==> config.mk <==
export PLATFORM = sky130hd
export DESIGN_NAME = buzzer_sequencer_flat
export DESIGN_NICKNAME = d
export VERILOG_FILES = /design/src/rtl/buzz_pkg.sv /design/src/rtl/buzzer_sequencer_if.sv /design/src/rtl/buzz_tone_gen.sv /design/src/rtl/buzzer_sequencer.sv /design/src/flat_wrapper.sv
export SDC_FILE = /design/constraint.sdc
export NUM_CORES = 1
export LEC_CHECK = 0
export ABC_AREA = 1
export BUFFER_PORTS_ARGS = -buffer_cell sky130_fd_sc_hd__buf_2
export CAP_MARGIN = 20
export CORE_MARGIN = 4
export CORE_UTILIZATION = 54
export DETAILED_ROUTE_END_ITERATION = 16
export HOLD_SLACK_MARGIN = 0.02
export PLACE_DENSITY = 0.73
export SYNTH_ARGS = -nofsm -noshare
export SYNTH_HDL_FRONTEND = slang
export SYNTH_SLANG_ARGS = --single-unit
==> constraint.sdc <==
create_clock -name clk -period 2.65 [get_ports clk]
set_input_delay 0.795 -clock clk [delete_from_list [all_inputs] [get_ports clk]]
set_output_delay 0.795 -clock clk [all_outputs]
set_load 0.1 [all_outputs]
==> src/rtl/buzz_pkg.sv <==
// Shared types and helpers for the keypad-lock buzzer sequencer.
package buzz_pkg;

  localparam int unsigned CNT_W = 32;
  localparam int unsigned REP_W = 4;

  typedef enum logic [1:0] {
    SRC_NONE  = 2'd0,
    SRC_CLICK = 2'd1,
    SRC_OK    = 2'd2,
    SRC_FAIL  = 2'd3
  } src_t;

  typedef enum logic [1:0] {
    ST_IDLE = 2'd0,
    ST_TONE = 2'd1,
    ST_GAP  = 2'd2
  } state_t;

  // Arbitration rank of a requester; higher wins.
  function automatic logic [1:0] prio(input src_t s);
    case (s)
      SRC_FAIL:  return 2'd3;
      SRC_OK:    return 2'd2;
      SRC_CLICK: return 2'd1;
      default:   return 2'd0;
    endcase
  endfunction

endpackage

==> src/rtl/buzzer_sequencer_if.sv <==
// Request/status bundle between the code-lock controller and the buzzer sequencer.
// The mute input exists only when BUZZER_MUTE_EN is defined.
interface buzzer_sequencer_if;
  import buzz_pkg::*;

  logic req_click;
  logic req_ok;
  logic req_fail;
`ifdef BUZZER_MUTE_EN
  logic mute;
`endif
  logic buzzer;
  logic busy;
  src_t active_src;
  logic done;

`ifdef BUZZER_MUTE_EN
  modport master (output req_click, req_ok, req_fail, mute,
                  input  buzzer, busy, active_src, done);
  modport slave  (input  req_click, req_ok, req_fail, mute,
                  output buzzer, busy, active_src, done);
`else
  modport master (output req_click, req_ok, req_fail,
                  input  buzzer, busy, active_src, done);
  modport slave  (input  req_click, req_ok, req_fail,
                  output buzzer, busy, active_src, done);
`endif

endinterface

==> src/rtl/buzz_tone_gen.sv <==
// Square-wave generator: starts high on restart, toggles every `half` cycles while enabled.
module buzz_tone_gen
  import buzz_pkg::*;
(
  input  logic             clk,
  input  logic             rst,
  input  logic             en,
  input  logic             restart,
  input  logic [CNT_W-1:0] half,
  output logic             wave
);

  logic [CNT_W-1:0] half_cnt;

  always_ff @(posedge clk) begin
    if (rst) begin
      wave     <= 1'b0;
      half_cnt <= '0;
    end else if (restart) begin
      wave     <= 1'b1;
      half_cnt <= '0;
    end else if (en) begin
      if (half_cnt == half - CNT_W'(1)) begin
        wave     <= ~wave;
        half_cnt <= '0;
      end else begin
        half_cnt <= half_cnt + CNT_W'(1);
      end
    end else begin
      wave     <= 1'b0;
      half_cnt <= '0;
    end
  end

endmodule

==> src/rtl/buzzer_sequencer.sv <==
// Arbitrates click/accept/reject tone patterns onto the single buzzer pin.
// Define BUZZER_MUTE_EN to add a mute input that silences the pin without affecting sequencing.
module buzzer_sequencer
  import buzz_pkg::*;
#(
  parameter int unsigned CLICK_HALF = 50000,
  parameter int unsigned CLICK_LEN  = 10000000,
  parameter int unsigned OK_HALF    = 25000,
  parameter int unsigned OK_LEN     = 30000000,
  parameter int unsigned FAIL_HALF  = 100000,
  parameter int unsigned FAIL_ON    = 5000000,
  parameter int unsigned FAIL_GAP   = 5000000,
  parameter int unsigned FAIL_REPS  = 2
) (
  input  logic              clk,
  input  logic              rst,
  buzzer_sequencer_if.slave bus
);

  state_t           state;
  src_t             src_q;
  logic             busy_q;
  logic             done_q;
  logic [CNT_W-1:0] len_cnt;
  logic [CNT_W-1:0] gap_cnt;
  logic [REP_W-1:0] rep_cnt;
  logic             wave;

  src_t             req_src_c;
  logic [CNT_W-1:0] on_len_c;
  logic [CNT_W-1:0] half_c;
  logic             last_rep_c;
  logic             on_last_c;
  logic             finish_c;
  logic             gap_last_c;
  logic             accept_c;

  // Highest-priority request this cycle.
  always_comb begin
    req_src_c = SRC_NONE;
    if (bus.req_fail)       req_src_c = SRC_FAIL;
    else if (bus.req_ok)    req_src_c = SRC_OK;
    else if (bus.req_click) req_src_c = SRC_CLICK;
  end

  always_comb begin
    on_len_c = CNT_W'(FAIL_ON);
    half_c   = CNT_W'(FAIL_HALF);
    case (src_q)
      SRC_CLICK: begin
        on_len_c = CNT_W'(CLICK_LEN);
        half_c   = CNT_W'(CLICK_HALF);
      end
      SRC_OK: begin
        on_len_c = CNT_W'(OK_LEN);
        half_c   = CNT_W'(OK_HALF);
      end
      default: ;
    endcase
  end

  assign last_rep_c = (src_q != SRC_FAIL) || (rep_cnt == REP_W'(FAIL_REPS - 1));
  assign on_last_c  = (state == ST_TONE) && (len_cnt == on_len_c - CNT_W'(1));
  assign finish_c   = on_last_c && last_rep_c;
  assign gap_last_c = (state == ST_GAP) && (gap_cnt == CNT_W'(FAIL_GAP - 1));
  // A completing pattern no longer holds the pin, so any request may start next.
  assign accept_c   = (req_src_c != SRC_NONE) &&
                      (prio(req_src_c) >= (finish_c ? 2'd0 : prio(src_q)));

  always_ff @(posedge clk) begin
    if (rst) begin
      state   <= ST_IDLE;
      src_q   <= SRC_NONE;
      busy_q  <= 1'b0;
      done_q  <= 1'b0;
      len_cnt <= '0;
      gap_cnt <= '0;
      rep_cnt <= '0;
    end else begin
      done_q <= finish_c;
      if (accept_c) begin
        state   <= ST_TONE;
        src_q   <= req_src_c;
        busy_q  <= 1'b1;
        len_cnt <= '0;
        gap_cnt <= '0;
        rep_cnt <= '0;
      end else begin
        case (state)
          ST_TONE: begin
            if (on_last_c) begin
              len_cnt <= '0;
              if (last_rep_c) begin
                state   <= ST_IDLE;
                src_q   <= SRC_NONE;
                busy_q  <= 1'b0;
                rep_cnt <= '0;
              end else begin
                state   <= ST_GAP;
                gap_cnt <= '0;
              end
            end else begin
              len_cnt <= len_cnt + CNT_W'(1);
            end
          end
          ST_GAP: begin
            if (gap_last_c) begin
              state   <= ST_TONE;
              gap_cnt <= '0;
              rep_cnt <= rep_cnt + REP_W'(1);
            end else begin
              gap_cnt <= gap_cnt + CNT_W'(1);
            end
          end
          default: ;
        endcase
      end
    end
  end

  buzz_tone_gen u_tone (
    .clk     (clk),
    .rst     (rst),
    .en      ((state == ST_TONE) && !on_last_c),
    .restart (accept_c || gap_last_c),
    .half    (half_c),
    .wave    (wave)
  );

  assign bus.busy       = busy_q;
  assign bus.active_src = src_q;
  assign bus.done       = done_q;
`ifdef BUZZER_MUTE_EN
  assign bus.buzzer     = wave & ~bus.mute;
`else
  assign bus.buzzer     = wave;
`endif

endmodule

==> src/flat_wrapper.sv <==
// flat-port wrapper written by rule: the top's interface ports become plain ports
module buzzer_sequencer_flat import buzz_pkg::*;
#(
  parameter int unsigned CLICK_HALF = 50000,
  parameter int unsigned CLICK_LEN  = 10000000,
  parameter int unsigned OK_HALF    = 25000,
  parameter int unsigned OK_LEN     = 30000000,
  parameter int unsigned FAIL_HALF  = 100000,
  parameter int unsigned FAIL_ON    = 5000000,
  parameter int unsigned FAIL_GAP   = 5000000,
  parameter int unsigned FAIL_REPS  = 2
)
  (clk, rst, bus_req_click, bus_req_ok, bus_req_fail, bus_buzzer, bus_busy, bus_active_src, bus_done);
  buzzer_sequencer_if bus_i ();
  input  logic clk;
  input  logic rst;
  input wire logic [$bits(bus_i.req_click)-1:0] bus_req_click;
  input wire logic [$bits(bus_i.req_ok)-1:0] bus_req_ok;
  input wire logic [$bits(bus_i.req_fail)-1:0] bus_req_fail;
  output wire logic [$bits(bus_i.buzzer)-1:0] bus_buzzer;
  output wire logic [$bits(bus_i.busy)-1:0] bus_busy;
  output wire logic [$bits(bus_i.active_src)-1:0] bus_active_src;
  output wire logic [$bits(bus_i.done)-1:0] bus_done;
  assign bus_i.req_click = bus_req_click;
  assign bus_i.req_ok = bus_req_ok;
  assign bus_i.req_fail = bus_req_fail;
  assign bus_buzzer = bus_i.buzzer;
  assign bus_busy = bus_i.busy;
  assign bus_active_src = bus_i.active_src;
  assign bus_done = bus_i.done;
  buzzer_sequencer #(.CLICK_HALF(CLICK_HALF), .CLICK_LEN(CLICK_LEN), .OK_HALF(OK_HALF), .OK_LEN(OK_LEN), .FAIL_HALF(FAIL_HALF), .FAIL_ON(FAIL_ON), .FAIL_GAP(FAIL_GAP), .FAIL_REPS(FAIL_REPS)) u_core (.clk(clk), .rst(rst), .bus(bus_i));
endmodule
* Word level (Yosys, flattened, before mapping)
Cells that the tools add are included.
** Operators by class
- Add/subtract/negate cells :: 6
- Multipliers :: 0
- Div/mod/pow operators :: 0
- Magnitude comparators :: 1
- Equality and inequality tests :: 20
- Shifts and indexed selects :: 0
- Multiplexer cells :: 33
- Bitwise logic cells :: 2
- Reductions and logical operators :: 21
** Operator list (count)
- 2-to-1 mux 32 bit :: 4
- adder 32 x 1 -> 32 bit, second input constant :: 3
- == test 32 bit :: 2
- one-hot mux 32 bit (2 select lines) :: 1
- one-hot mux 25 bit (2 select lines) :: 1
- one-hot mux 17 bit (2 select lines) :: 1
- == test 32 x 23 -> 1 bit, second input constant :: 1
- subtractor 25 x 1 -> 26 bit, second input constant :: 1
- 2-to-1 mux 2 bit :: 10
- subtractor 17 x 1 -> 18 bit, second input constant :: 1
- 2-to-1 mux 4 bit :: 3
- one-hot mux 2 bit (3 select lines) :: 2
- AND reduction 3 bit :: 4
- == test 2 bit, second input constant :: 5
- nonzero test 2 bit :: 5
- 2-to-1 mux 1 bit :: 9
- != test 3 x 1 -> 1 bit, second input constant :: 3
- one-hot mux 4 bit (2 select lines) :: 1
- == test 2 x 1 -> 1 bit, second input constant :: 3
- != test 2 x 1 -> 1 bit, second input constant :: 3
- logical AND 1 bit :: 5
- adder 4 x 1 -> 4 bit, second input constant :: 1
- == test 4 x 1 -> 1 bit, second input constant :: 1
- != test 2 bit, second input constant :: 2
- other kinds (9) :: 11
** Storage, ports and cells
- Register bits after elaboration :: 107
- Bits in latches :: 0
- Memory bits (writable) :: 0
- ROM bits :: 0
- Input bits :: 5
- Output and inout port bits :: 5
- Logic and storage cells :: 93
- Memories kept :: 0

* Longest topological paths before layout
Gate-level depths: netlist of run 1.
- Depth in word-level cells :: 11
- Gate-level depth with buffers :: 23
- Gate-level depth less buffers :: 23

* Hierarchy
A second synthesis of run 1 with hierarchy kept.
** Unflattened totals
- Cell total of the unflattened synthesis :: 1267
- Area total of the unflattened synthesis :: 7906.3 um^2
** By module, submodules not included
- buzzer_sequencer :: instances 1, cells an instance 762, area each 4864.7 um^2, sequential area each 1481.4 um^2
- buzz_tone_gen :: instances 1, cells an instance 505, area each 3041.7 um^2, sequential area each 660.6 um^2

* Least setup slack after synthesis of run 1
No wires, ideal clock.
- Kind :: register to register
- Start :: register u_core.src_q[0] (netlist: u_core.bus.active_src[0])
- End :: register u_core.gap_cnt[10]
- Library setup time :: 0.070 ns
- Arrival :: 3.617 ns
- Required time :: 2.580 ns
- Slack :: -1.037 ns
- Stages on the path, launching flop included :: 21
- Buffers on the path :: 2
- Period minus slack after synthesis :: 3.687 ns
- Cells stage by stage :: dfxtp_1 -> inv_1 -> ha_1 -> nand2_1 -> nor3_1 -> nand3_1 -> nand2_1 -> nand3_2 -> nor2_1 -> nor2_1 -> o21a_1 -> ha_1 -> o21ai_0 -> nand2_1 -> o21ai_4 -> inv_1 -> nor2_4 -> inv_1 -> buf_2 -> clkbuf_1 -> a21oi_1
** Between the ends
- Cells in the longest elaborated chain, start to end :: 10
- Elaborated cells on any way between the ends :: 18
- Those cells by class :: 1 x add/sub; 1 x order compare; 7 x eq/ne; 3 x mux; 6 x reduce/logical
** Ends and longest elaborated chain
- from (decl) :: line buzzer_sequencer.sv:21 : src_t src_q;
- from (signal assigned) :: line buzzer_sequencer.sv:83 : src_q <= req_src_c;
- == test 2 bit or == test 2 x 1 -> 1 bit (tied branches) :: line buzz_pkg.sv:22, buzzer_sequencer.sv:49
- one-hot mux 25 bit (2 select lines) :: line buzzer_sequencer.sv:49 : case (src_q)
- subtractor 25 x 1 -> 26 bit :: line buzzer_sequencer.sv:63 : assign on_last_c = (state == ST_TONE) && (len_cnt == on_len_c - CNT_W'(1));
- == test 32 bit :: line buzzer_sequencer.sv:63
- logical AND 1 bit :: line buzzer_sequencer.sv:63
- logical AND 1 bit :: line buzzer_sequencer.sv:64 : assign finish_c = on_last_c && last_rep_c;
- 2-to-1 mux 2 bit :: line buzzer_sequencer.sv:68 : (prio(req_src_c) >= (finish_c ? 2'd0 : prio(src_q)));
- greater-or-equal comparator 2 bit :: line buzzer_sequencer.sv:68
- logical AND 1 bit :: line buzzer_sequencer.sv:67 : assign accept_c = (req_src_c != SRC_NONE) &&
- OR reduction 2 bit (no source line)
- to (signal assigned) :: line buzzer_sequencer.sv:112 : gap_cnt <= gap_cnt + CNT_W'(1);
- to (decl) :: line buzzer_sequencer.sv:25 : logic [CNT_W-1:0] gap_cnt;
Parallel ways exist; a longest one is shown, timed or not.
A chain may end at the register's enable or synchronous reset.

* Final worst setup path of run 1
- Start :: register u_core.src_q[0] (netlist: u_core.bus.active_src[0])
- End :: register u_core.len_cnt[27]
** Between the ends
- Cells in the longest elaborated chain, start to end :: 10
- Elaborated cells on any way between the ends :: 16
- Those cells by class :: 1 x add/sub; 1 x order compare; 5 x eq/ne; 4 x mux; 5 x reduce/logical
** Ends and longest elaborated chain
- == test 2 bit or == test 2 x 1 -> 1 bit (tied branches) :: line buzz_pkg.sv:22, buzzer_sequencer.sv:49
- one-hot mux 25 bit (2 select lines) :: line buzzer_sequencer.sv:49
- subtractor 25 x 1 -> 26 bit :: line buzzer_sequencer.sv:63
- == test 32 bit :: line buzzer_sequencer.sv:63
- logical AND 1 bit :: line buzzer_sequencer.sv:63
- logical AND 1 bit :: line buzzer_sequencer.sv:64
- 2-to-1 mux 2 bit :: line buzzer_sequencer.sv:68
- greater-or-equal comparator 2 bit :: line buzzer_sequencer.sv:68
- logical AND 1 bit :: line buzzer_sequencer.sv:67
- OR reduction 2 bit (no source line)
- to (signal assigned) :: line buzzer_sequencer.sv:103 : len_cnt <= len_cnt + CNT_W'(1);
- to (decl) :: line buzzer_sequencer.sv:24 : logic [CNT_W-1:0] len_cnt;
Parallel ways exist; a longest one is shown, timed or not.

==> impl_metrics.ini, run 1 <==
[min_path]
worstHoldPathCells = 1
hold_class = flip-flop to flip-flop
hp-start = u_core.u_tone.half_cnt[0]
whs_endpoint = u_core.u_tone.half_cnt[0]

[timing]
max_clock_freq_mhz = 359.2
fin_skew_ns = 0.005588
min_period_over_period_pct = 105.1
hold_slack_ns = 0.4747
rsz0062_at_grt = true
tns_ns = -5.447
hold_viol = 0
relSlewSlack_pct = 62.63
setup_violations = 95
fin_ws_ns = -0.1340
worst_slew_pin_slew_ns = 0.5571
period_needed_ns = 2.784
drv_slew = 0

[global_routing]
use_met3_pct = 4.853
grt.met1_usage_pct = 34.62
grt.total_usage_pct = 24.15
antenna_found_initial = 0
grt_pass1_wl_um = 27860
grt.busiest_layer = met2
grt_overflow_total = 0
grt_use_met2_pct = 36.44
grt_max_degree = 33
grt_pass1_vias = 5867

[pwr]
p_leak_nw = 2.707
power_mw = 3.458
power.density_nw_per_um2 = 435.1
vdd_ir_drop_max_mv = 0.4133

[worst_setup_path]
r2r_slack_ns = -0.13
cp-start-kind = flip-flop
timing.rr.end = u_core.len_cnt[27]
cp-end-kind = flip-flop
cp.arrival_ns = 3.09
crit_fanout = 6
reg2regPathDepth = 19
r2r-start = u_core.bus.active_src[0]
required_ns = 2.96
crit_type = flip-flop to flip-flop

[place]
place.gp.congestion = 0.9919
dp_cells = 1198
port_buffers = 9
dp_hpwl_um = 12330

[synth]
synth-async-reset-ratio_pct = 0
synth_warnings = 0
yosysSeqAreaShare_pct = 32.80
synth_area_sq_um = 6530
syn_nets = 1034
avgSynthCellArea_sq_um = 6.440
ys_types = 44
synth_edf_count = 0
synth_area_leader_cell = dfxtp_1
syn_inst = 1014
yosys-top-cells-area = dfxtp_1 (33%), nand2_1 (15%), nor2_1 (9.7%)
ys.flop_type = dfxtp_1
synthTopCellsByCount = nand2_1 (268), nor2_1 (169), inv_1 (113), dfxtp_1 (107), a21oi_1 (70)
synth_top_area_share_pct = 32.80
synth_most_common_cell = nand2_1
yosys_register_bits = 107

[clocking]
ctsHoldBuffers = 0
h-tree-depth = 3
clockBufferDepth = 2
cts_root_buf = clkbuf_16
cts_tree = done
numCtsBuffers = 9
cts.clk_slew.worst_paths_ns = 0.07
cts.sinks = 107
worst_skew_pair.late_latency_ns = 0.36

[route]
firstDrtPassIters = 7
wl_per_cell_um = 13.97
viasPerCell = 5.361
drt_iter0_drc = 508
ant_nets = 0
drc = 0
vias = 6551
wl_um = 17070

[layout]
antenna_cells = 0
drive_gt1_share_pct = 20.76
syn2layout_area_growth_pct = 21.71
regArea_sq_um = 2150
nets = 1095
layout.cells.non_filler = 1222
multi_input_area_sq_um = 4192
fillerInstances = 1004

[die]
die_h_um = 118.0
ios = 10
coreArea_sq_um = 11610
die_area_sq_um = 13920
die_w_um = 118.0
initial_core_util_pct = 56.23
rows = 39

[run_status]
violations = negative setup slack
status = finished with violations

[flow_run]
cap_violations = 0
metal layers:
metal  vias to the layer above  share of wire (%)
met1                      2978                 48
met2                       207                 44
met5                         -                  0
li1                       3338                  -
met4                         0                2.1
met3                        28                6.4
how the worst max path moves through the flow:
stage	startpoint	to	slack, ns	depth (start not counted)
CTS	u_core.bus.active_src[0]	u_core.rep_cnt[0]	-0.09	20
global placement	u_core.bus.active_src[0]	u_core.len_cnt[27]	-0.07	22
global route	u_core.bus.active_src[0]	u_core.len_cnt[27]	-0.35	20
floorplan	u_core.bus.active_src[0]	u_core.len_cnt[14]	-0.26	19
finish	u_core.bus.active_src[0]	u_core.len_cnt[27]	-0.13	19
detailed placement	u_core.bus.active_src[0]	u_core.len_cnt[27]	-0.17	20
cells by family after synthesis:
group	synth area share, %
buffers and inverters	9.044
adders and majority gates	2.874
AOI/OAI and AO/OA	8.124
and+or+nand+nor	41.52
xor gates and xnor gates	5.633
DFF	32.80
state kept, by name, indices dropped and copies added, names as in the netlist:
register and flops:
u_core.gap_cnt 32, u_core.u_tone.half_cnt 32, u_core.state 2, u_core.rep_cnt 4, u_core.bus.done 1, u_core.bus.active_src 2, u_core.u_tone.wave 1, u_core.len_cnt 32
u_core.bus.busy 1
worst max-delay path, cell delays in order, from the launching register on:
cell and delay [ns]:
dfxtp_4 0.40, buf_4 0.13, ha_1 0.17, inv_1 0.06
a31oi_2 0.19, nor2_1 0.09, inv_1 0.11, nor2_2 0.06
nor2_1 0.12, o21a_1 0.14, ha_1 0.22, o21ai_1 0.12
nand2_1 0.11, o21ai_4 0.09, inv_2 0.06, nor2_4 0.18
o21ai_4 0.13, buf_12 0.16, a21oi_2 0.09, and2_1 0.12
cell usage in the layout (no fill, tap or decap), types with 7 or more instances in the layout:
cell	synthesis	layout
buf_2	3	9
a21oi_1	70	19
nor2_1	169	157
nand3_1	50	50
nor3_1	45	38
nand2_1	268	267
dfxtp_1	107	105
nand4_1	27	27
clkbuf_16	0	11
nor3_2	4	11
xor2_1	38	38
nand2_2	6	7
or2_2	7	7
nor2_4	5	13
ha_1	15	10
nor2_2	6	10
a21oi_2	0	50
inv_2	7	8
inv_1	113	108
buf_4	6	50
final cells by class:
cell class                 count  area share (%)
clock inverter                 5          0.3778
tap                          143           2.251
clock buffer                  10           3.007
multi-input combinational    763           52.74
timing repair buffer          72           8.548
inverter                     122           6.030
sequential                   107           27.05
what timing repair did:
action / in CTS / in global routing
setup buffers: 4 / 1
cloned: 2 / 2
hold endpoints to repair: 0 / 0
resized for setup: 23 / 45
pin swaps: 4 / 7
setup endpoints to repair: 94 / 106
power by group:
part	total (mW)	internal, mW	switching [mW]
combinational	0.554	0.221	0.333
sequential	1.64	1.62	0.0170
clock	1.26	0.653	0.611
total	3.46	2.50	0.962
per-stage QoR:
step | worst slack [ns] | utilization [%] | area [sq um]
2_1_floorplan | -0.2600 | - | 6765
3_3_place_gp | -0.06681 | 62.69 | 7281
3_5_place_dp | -0.1658 | 62.69 | 7281
4_1_cts | -0.08753 | 66.59 | 7734
5_1_grt | -0.3518 | 68.43 | 7948
6_report | -0.1340 | 68.43 | 7948
(Power assumes the default switching activity.)
==> run 2, diff against run 1 <==
- ABC_AREA: 1 -> unset
==> impl_metrics.ini, run 2 <==
[layout]
fin_util_pct = 77.83
final_cell_mix = dfxtp_1 (104), buf_4 (97), nor2_1 (61)
final_common_cell = dfxtp_1
final_cell_area_sq_um = 7747
antenna_cells = 0
drive_gt1_share_pct = 32.36
reg.largest.list = u_core.gap_cnt (32), u_core.len_cnt (32), u_core.u_tone.half_cnt (32)
nets = 834
syn2layout_area_growth_pct = 38.37
fillerInstances = 619

[synth]
synth_area_leader_cell = dfxtp_1
yosysSeqAreaShare_pct = 38.26
synth_area_sq_um = 5599
synth_top_area_share_pct = 38.26
yosys_register_bits = 107
synth_warnings = 0
syn_inst = 701
synthTopCellsByCount = dfxtp_1 (107), nor2_1 (106), nand2_1 (56), nand3_1 (52), a21oi_1 (40)
avgSynthCellArea_sq_um = 7.987
synth_edf_count = 0
yosys-top-cells-area = dfxtp_1 (38%), nor2_1 (7.1%), xor2_1 (5.9%)
ys.flop_type = dfxtp_1
synth_most_common_cell = dfxtp_1
ys_types = 50
syn_nets = 721
synth-async-reset-ratio_pct = 0

[min_path]
hold_class = flip-flop to flip-flop
whs_endpoint = u_core.u_tone.half_cnt[0]
worstHoldPathCells = 1
hp-start = u_core.u_tone.half_cnt[0]

[worst_setup_path]
cp.arrival_ns = 3.63
critPathBufInv = 0
crit_fanout = 7
cp-end-kind = flip-flop
slowest_stage = or4b_4
timing.rr.end = u_core.rep_cnt[2]
reg2regPathDepth = 12
required_ns = 2.99
cpLargestDelayFamily = simple AND/OR/NAND/NOR gates
r2r-start = u_core.len_cnt[25]
cp-start-kind = flip-flop
crit_chain = or4b_4 -> or3_4 -> nor4_4 -> a31oi_2 -> o21a_1 -> ha_1 -> nand2b_4 -> a21oi_4 -> o21bai_4 -> a21oi_2 -> or4b_1 -> nand2_1
crit_type = flip-flop to flip-flop
r2r_slack_ns = -0.64
slowest_delay_ns = 0.54

[route]
drt_iter0_drc = 539
ant_nets = 0
wl_per_cell_um = 18.17
drc = 0
firstDrtPassIters = 5
viasPerCell = 6.162
vias = 5866
wl_um = 17300

[clocking]
cts_root_buf = clkbuf_8
numCtsBuffers = 9
clockBufferDepth = 2
h-tree-depth = 3
ctsHoldBuffers = 0
cts_tree = done
cts.sinks = 107
worst_skew_pair.late_latency_ns = 0.40
cts.clk_slew.worst_paths_ns = 0.10

[pwr]
p_comb_share_pct = 19.8
power_mw = 3.536
power.density_nw_per_um2 = 456.4
vdd_ir_drop_max_mv = 0.5417
p_leak_nw = 2.629
p_sw_share_pct = 28.10
p_int_mw = 2.543
power.share.clock_pct = 34.0
p_sw_mw = 0.9936
seq_power_share_pct = 46.2

[global_routing]
grt_max_degree = 33
antenna_found_initial = 0
grt_overflow_total = 0
grt.total_usage_pct = 25.41
grt_pass1_vias = 5239
grt_pass1_wl_um = 24480

[run_status]
violations = negative setup slack
status = finished with violations

[place]
place.gp.congestion = 0.9114
dpl-instance-area_sq_um = 6534
dp_hpwl_um = 10050
port_buffers = 9

[timing]
relSlewSlack_pct = 60.00
max_clock_freq_mhz = 304.1
min_period_over_period_pct = 124.1
drv_slew = 0
worst_slew_pin_slew_ns = 0.5955
setup_violations = 106
rsz0062_at_grt = true
period_needed_ns = 3.289
fin_skew_ns = 0.01318
fin_ws_ns = -0.6385
hold_viol = 0
tns_ns = -57.06

[die]
ios = 10
die_h_um = 109.8
initial_core_util_pct = 56.25
die_area_sq_um = 12060
die_w_um = 109.8
coreArea_sq_um = 9955
rows = 36

[flow_run]
cap_violations = 0
-- run 2: changes by cell type in the layout (fill, tap and decap cells not counted), moves of 12 or more --
| cell | previous run | this run |
|---|---|---|
| a21oi_2 | 50 | 18 |
| nor3_1 | 38 | 19 |
| nor2_1 | 157 | 61 |
| buf_4 | 50 | 97 |
| or3_1 | 0 | 12 |
| xnor2_1 | 4 | 26 |
| nor2_4 | 13 | 28 |
| inv_1 | 108 | 15 |
| nand2_1 | 267 | 52 |
| and3_1 | 2 | 16 |
-- run 2: through the flow --
stage | hold slack [ns] | cells | setup WS, ns
2_1_floorplan | 0.4132 | 701 | -0.6715
3_3_place_gp | 0.4236 | 907 | -0.5475
3_5_place_dp | 0.4340 | 907 | -0.6803
4_1_cts | 0.4480 | 934 | -0.4762
5_1_grt | 0.4776 | 952 | -0.7479
6_report | 0.4452 | 952 | -0.6385
-- run 2: layer usage --
layer	routed length, um	vias up	GRT usage [%]	share of wire [%]
li1	-	2737	-	-
met1	7169	2811	33.11	41
met2	8350	262	41.20	48
met3	1339	56	6.929	7.7
met4	438	0	7.213	2.5
met5	0	-	0	0
-- run 2: cell families (layout without fill, tap and decap cells) --
group                    count (synthesis)  in the layout  synth area share [%]
XOR/XNOR                                65             65                 10.17
multiplexers                             1              1                0.1788
AO/OA/AOI/OAI                          110            110                 12.20
adder cells (fa/ha/maj)                 15             15                 3.352
buffers and inverters                   46            164                 3.240
flip-flops                             107            107                 38.26
AND/OR/NAND/NOR                        357            357                 32.60
-- run 2: worst register-to-register path, delay by kind of cell (launching register included) --
family          cells  cell delay, ns
compound gates      5            0.84
flops               1            0.34
simple gates        6            1.79
fa+ha+maj           1            0.27
-- run 2: how the worst max path moves through the flow --
stage | startpoint | endpoint | slack, ns | depth (start not counted)
after floorplan | u_core.len_cnt[25] | u_core.rep_cnt[2] | -0.67 | 12
after global placement | u_core.len_cnt[25] | u_core.gap_cnt[23] | -0.55 | 12
after detailed placement | u_core.len_cnt[25] | u_core.gap_cnt[16] | -0.68 | 12
after CTS | u_core.len_cnt[25] | u_core.rep_cnt[2] | -0.48 | 12
after global routing | u_core.bus.active_src[1] | u_core.u_tone.half_cnt[13] | -0.75 | 17
final | u_core.len_cnt[25] | u_core.rep_cnt[2] | -0.64 | 12
-- run 2: power groups by stage --
stage	sequential [mW]	clock, mW	combinational [mW]
after floorplan	1.73	0	0.233
after global placement	1.67	0	0.456
after detailed placement	1.67	0	0.466
after CTS	1.63	1.21	0.520
after global routing	1.64	1.28	0.739
final	1.63	1.20	0.701
-- run 2: repair_timing --
action | CTS | global route
resized for setup | 37 | 119
setup endpoints to repair | 106 | 106
cloned | 0 | 9
pin swaps | 10 | 52
setup buffers | 11 | 11
hold endpoints to repair | 0 | 0
-- run 2: cell type report --
| class | instances | area [sq um] | share of cell area [%] |
|---|---|---|---|
| Inverter | 17 | 68.82 | 0.8882 |
| Sequential cell | 107 | 2151 | 27.76 |
| Multi-Input combinational cell | 548 | 3938 | 50.82 |
| Clock buffer | 11 | 162.7 | 2.099 |
| Timing Repair Buffer | 131 | 1179 | 15.21 |
| Tap cell | 133 | 166.4 | 2.148 |
| Clock inverter | 5 | 82.58 | 1.066 |
==> run 3, diff against run 2 <==
- SYNTH_HIERARCHICAL: unset -> 1
==> impl_metrics.ini, run 3 <==
[timing]
setup_violations = 106
max_clock_freq_mhz = 293.8
fin_ws_ns = -0.7537
period_needed_ns = 3.404
worst_slew_pin_slew_ns = 0.6525
min_period_over_period_pct = 128.4
hold_viol = 0
relSlewSlack_pct = 56.14
rsz0062_at_grt = true
drv_slew = 0
fin_skew_ns = 0.007136

[synth]
synth_edf_count = 0
ys_types = 81
synthTopCellsByCount = dfxtp_1 (107), nor2_1 (77), nor3_1 (59), xnor2_1 (53), xor2_1 (53)
ys.flop_type = dfxtp_1
synthSimpleGateAreaFrac_pct = 34.41
yosys_register_bits = 107
synth_top_family_by_area = simple AND/OR/NAND/NOR gates
synth-async-reset-ratio_pct = 0
synthAdderAreaFrac_pct = 2.623
synth_most_common_cell = dfxtp_1
avgSynthCellArea_sq_um = 8.307
syn_inst = 804
synth_area_sq_um = 6679
yosysSeqAreaShare_pct = 32.07
synth_top_area_share_pct = 32.07
synth_warnings = 6
synth-compound-area-share_pct = 12.27
muxShareOfSynthArea_pct = 0.7681
synth_area_leader_cell = dfxtp_1
synth-xor-area-share_pct = 13.90
yosys-top-cells-area = dfxtp_1 (32%), xnor2_1 (7.0%), xor2_1 (7.0%)

[layout]
fin_util_pct = 80.53
antenna_cells = 0
reg.largest.list = u_core/gap_cnt (32), u_core/len_cnt (32), u_core/u_tone/half_cnt (32)
multi_input_area_sq_um = 5429
final_common_cell = buf_4
final_cell_mix = buf_4 (106), dfxtp_1 (105), conb_1 (81)
nets = 1045
regArea_sq_um = 2150
layout.cells.non_filler = 1199
fillerInstances = 683
drive_gt1_share_pct = 32.01
syn2layout_area_growth_pct = 45.43

[worst_setup_path]
cp-end-kind = flip-flop
cp_common_cell = or2_4
crit_type = flip-flop to flip-flop
slowest_stage = dfxtp_4
r2r_slack_ns = -0.75
slowest_delay_ns = 0.41
cp-start-kind = flip-flop
crit_chain = inv_4 -> ha_4 -> nand2_2 -> o31ai_2 -> o2111a_1 -> nand3_2 -> or2_4 -> o211a_1 -> ha_1 -> nand2b_4 -> a21oi_4 -> buf_6 -> or2_4 -> nand2_2 -> or2_4 -> buf_4 -> buf_12 -> nor3_2
cp.arrival_ns = 3.69
required_ns = 2.94
reg2regPathDepth = 18
crit_fanout = 7

[global_routing]
grt_overflow_total = 0
antenna_found_initial = 0
grt_pass1_wl_um = 32630
grt_max_degree = 31
grt_pass1_vias = 6880
grt.total_usage_pct = 27.84

[clocking]
ctsHoldBuffers = 0
clockBufferDepth = 2
h-tree-depth = 3
numCtsBuffers = 9
cts.clk_slew.worst_paths_ns = 0.07
cts_root_buf = clkbuf_16
cts.sinks = 107
cts_tree = done
worst_skew_pair.late_latency_ns = 0.36

[die]
coreArea_sq_um = 12060
die_area_sq_um = 14210
initial_core_util_pct = 55.37
die_h_um = 119.2
rows = 40
die_w_um = 119.2
ios = 10

[pwr]
vdd_ir_drop_max_mv = 0.5556
power_mw = 4.212
power.density_nw_per_um2 = 433.6
p_leak_nw = 3.616

[place]
place.gp.congestion = 0.9400
port_buffers = 9
place_ws_ns = -0.6573
dp_cells = 1143
dp_hpwl_um = 12920

[route]
vias = 7231
drc = 0
ant_nets = 0
wl_per_cell_um = 18.41
firstDrtPassIters = 5
wl_um = 22070
viasPerCell = 6.031
drt_iter0_drc = 682

[min_path]
hold_class = flip-flop to flip-flop
worstHoldPathCells = 1

[run_status]
status = finished with violations
violations = negative setup slack

[flow_run]
cap_violations = 0
-- run 3: metal layers --
metal	global-route usage, %	share of wire (%)
met5	0	0
met4	10.14	3.3
met3	5.223	7.0
met2	49.81	51
met1	33.02	38
-- run 3: cell type report --
| class | instances | area share [%] |
|---|---|---|
| well taps | 168 | 2.164 |
| inverters | 35 | 1.533 |
| repair buffers | 153 | 14.92 |
| clock inverters | 6 | 0.9017 |
| flip-flops and latches | 107 | 22.13 |
| multi-input cells | 720 | 55.89 |
| clock buffers | 10 | 2.460 |
-- run 3: path summary, 6_finish.rpt --
kind / from / to
setup / recovery: u_core/bus.active_src[0] / u_core/u_tone/half_cnt[21]
hold / removal: u_core/gap_cnt[0] / u_core/gap_cnt[0]
setup reg to reg: u_core/bus.active_src[0] / u_core/u_tone/half_cnt[21]
hold reg to reg: u_core/gap_cnt[0] / u_core/gap_cnt[0]
-- run 3: kinds of logic after synthesis --
group / after synthesis
compound gates: 114
other cells: 1
buf+inv: 60
xor+xnor: 106
simple gates: 397
fa+ha+maj: 14
mux: 5
flops: 107
-- run 3: worst max-delay path: cells and delay by family, from the launching register on --
family          cells  cell delay [ns]
compound gates      4             0.65
fa+ha+maj           2             0.60
buf+inv             4             0.45
flops               1             0.41
simple gates        8             1.20
-- run 3: timing repair --
action | 4_1_cts | 5_1_grt
endpoints found under the setup margin | 106 | 106
gates resized for setup | 89 | 105
pin swaps | 50 | 67
gates cloned | 8 | 7
setup buffers | 22 | 6
-- run 3: power breakdown --
group,internal [mW],switching [mW]
logic,0.449,0.625
clock network,0.856,0.635
registers,1.62,0.0225
total,2.93,1.28
-- run 3: metrics by stage --
step	hold slack [ns]	cell area (sq um)	setup TNS (ns)
2_1_floorplan	0.4492	7183	-79.65
3_3_place_gp	0.4811	8124	-48.46
3_5_place_dp	0.4952	8124	-57.78
4_1_cts	0.5113	9117	-49.07
5_1_grt	0.5449	9713	-81.00
6_report	0.5105	9713	-68.52
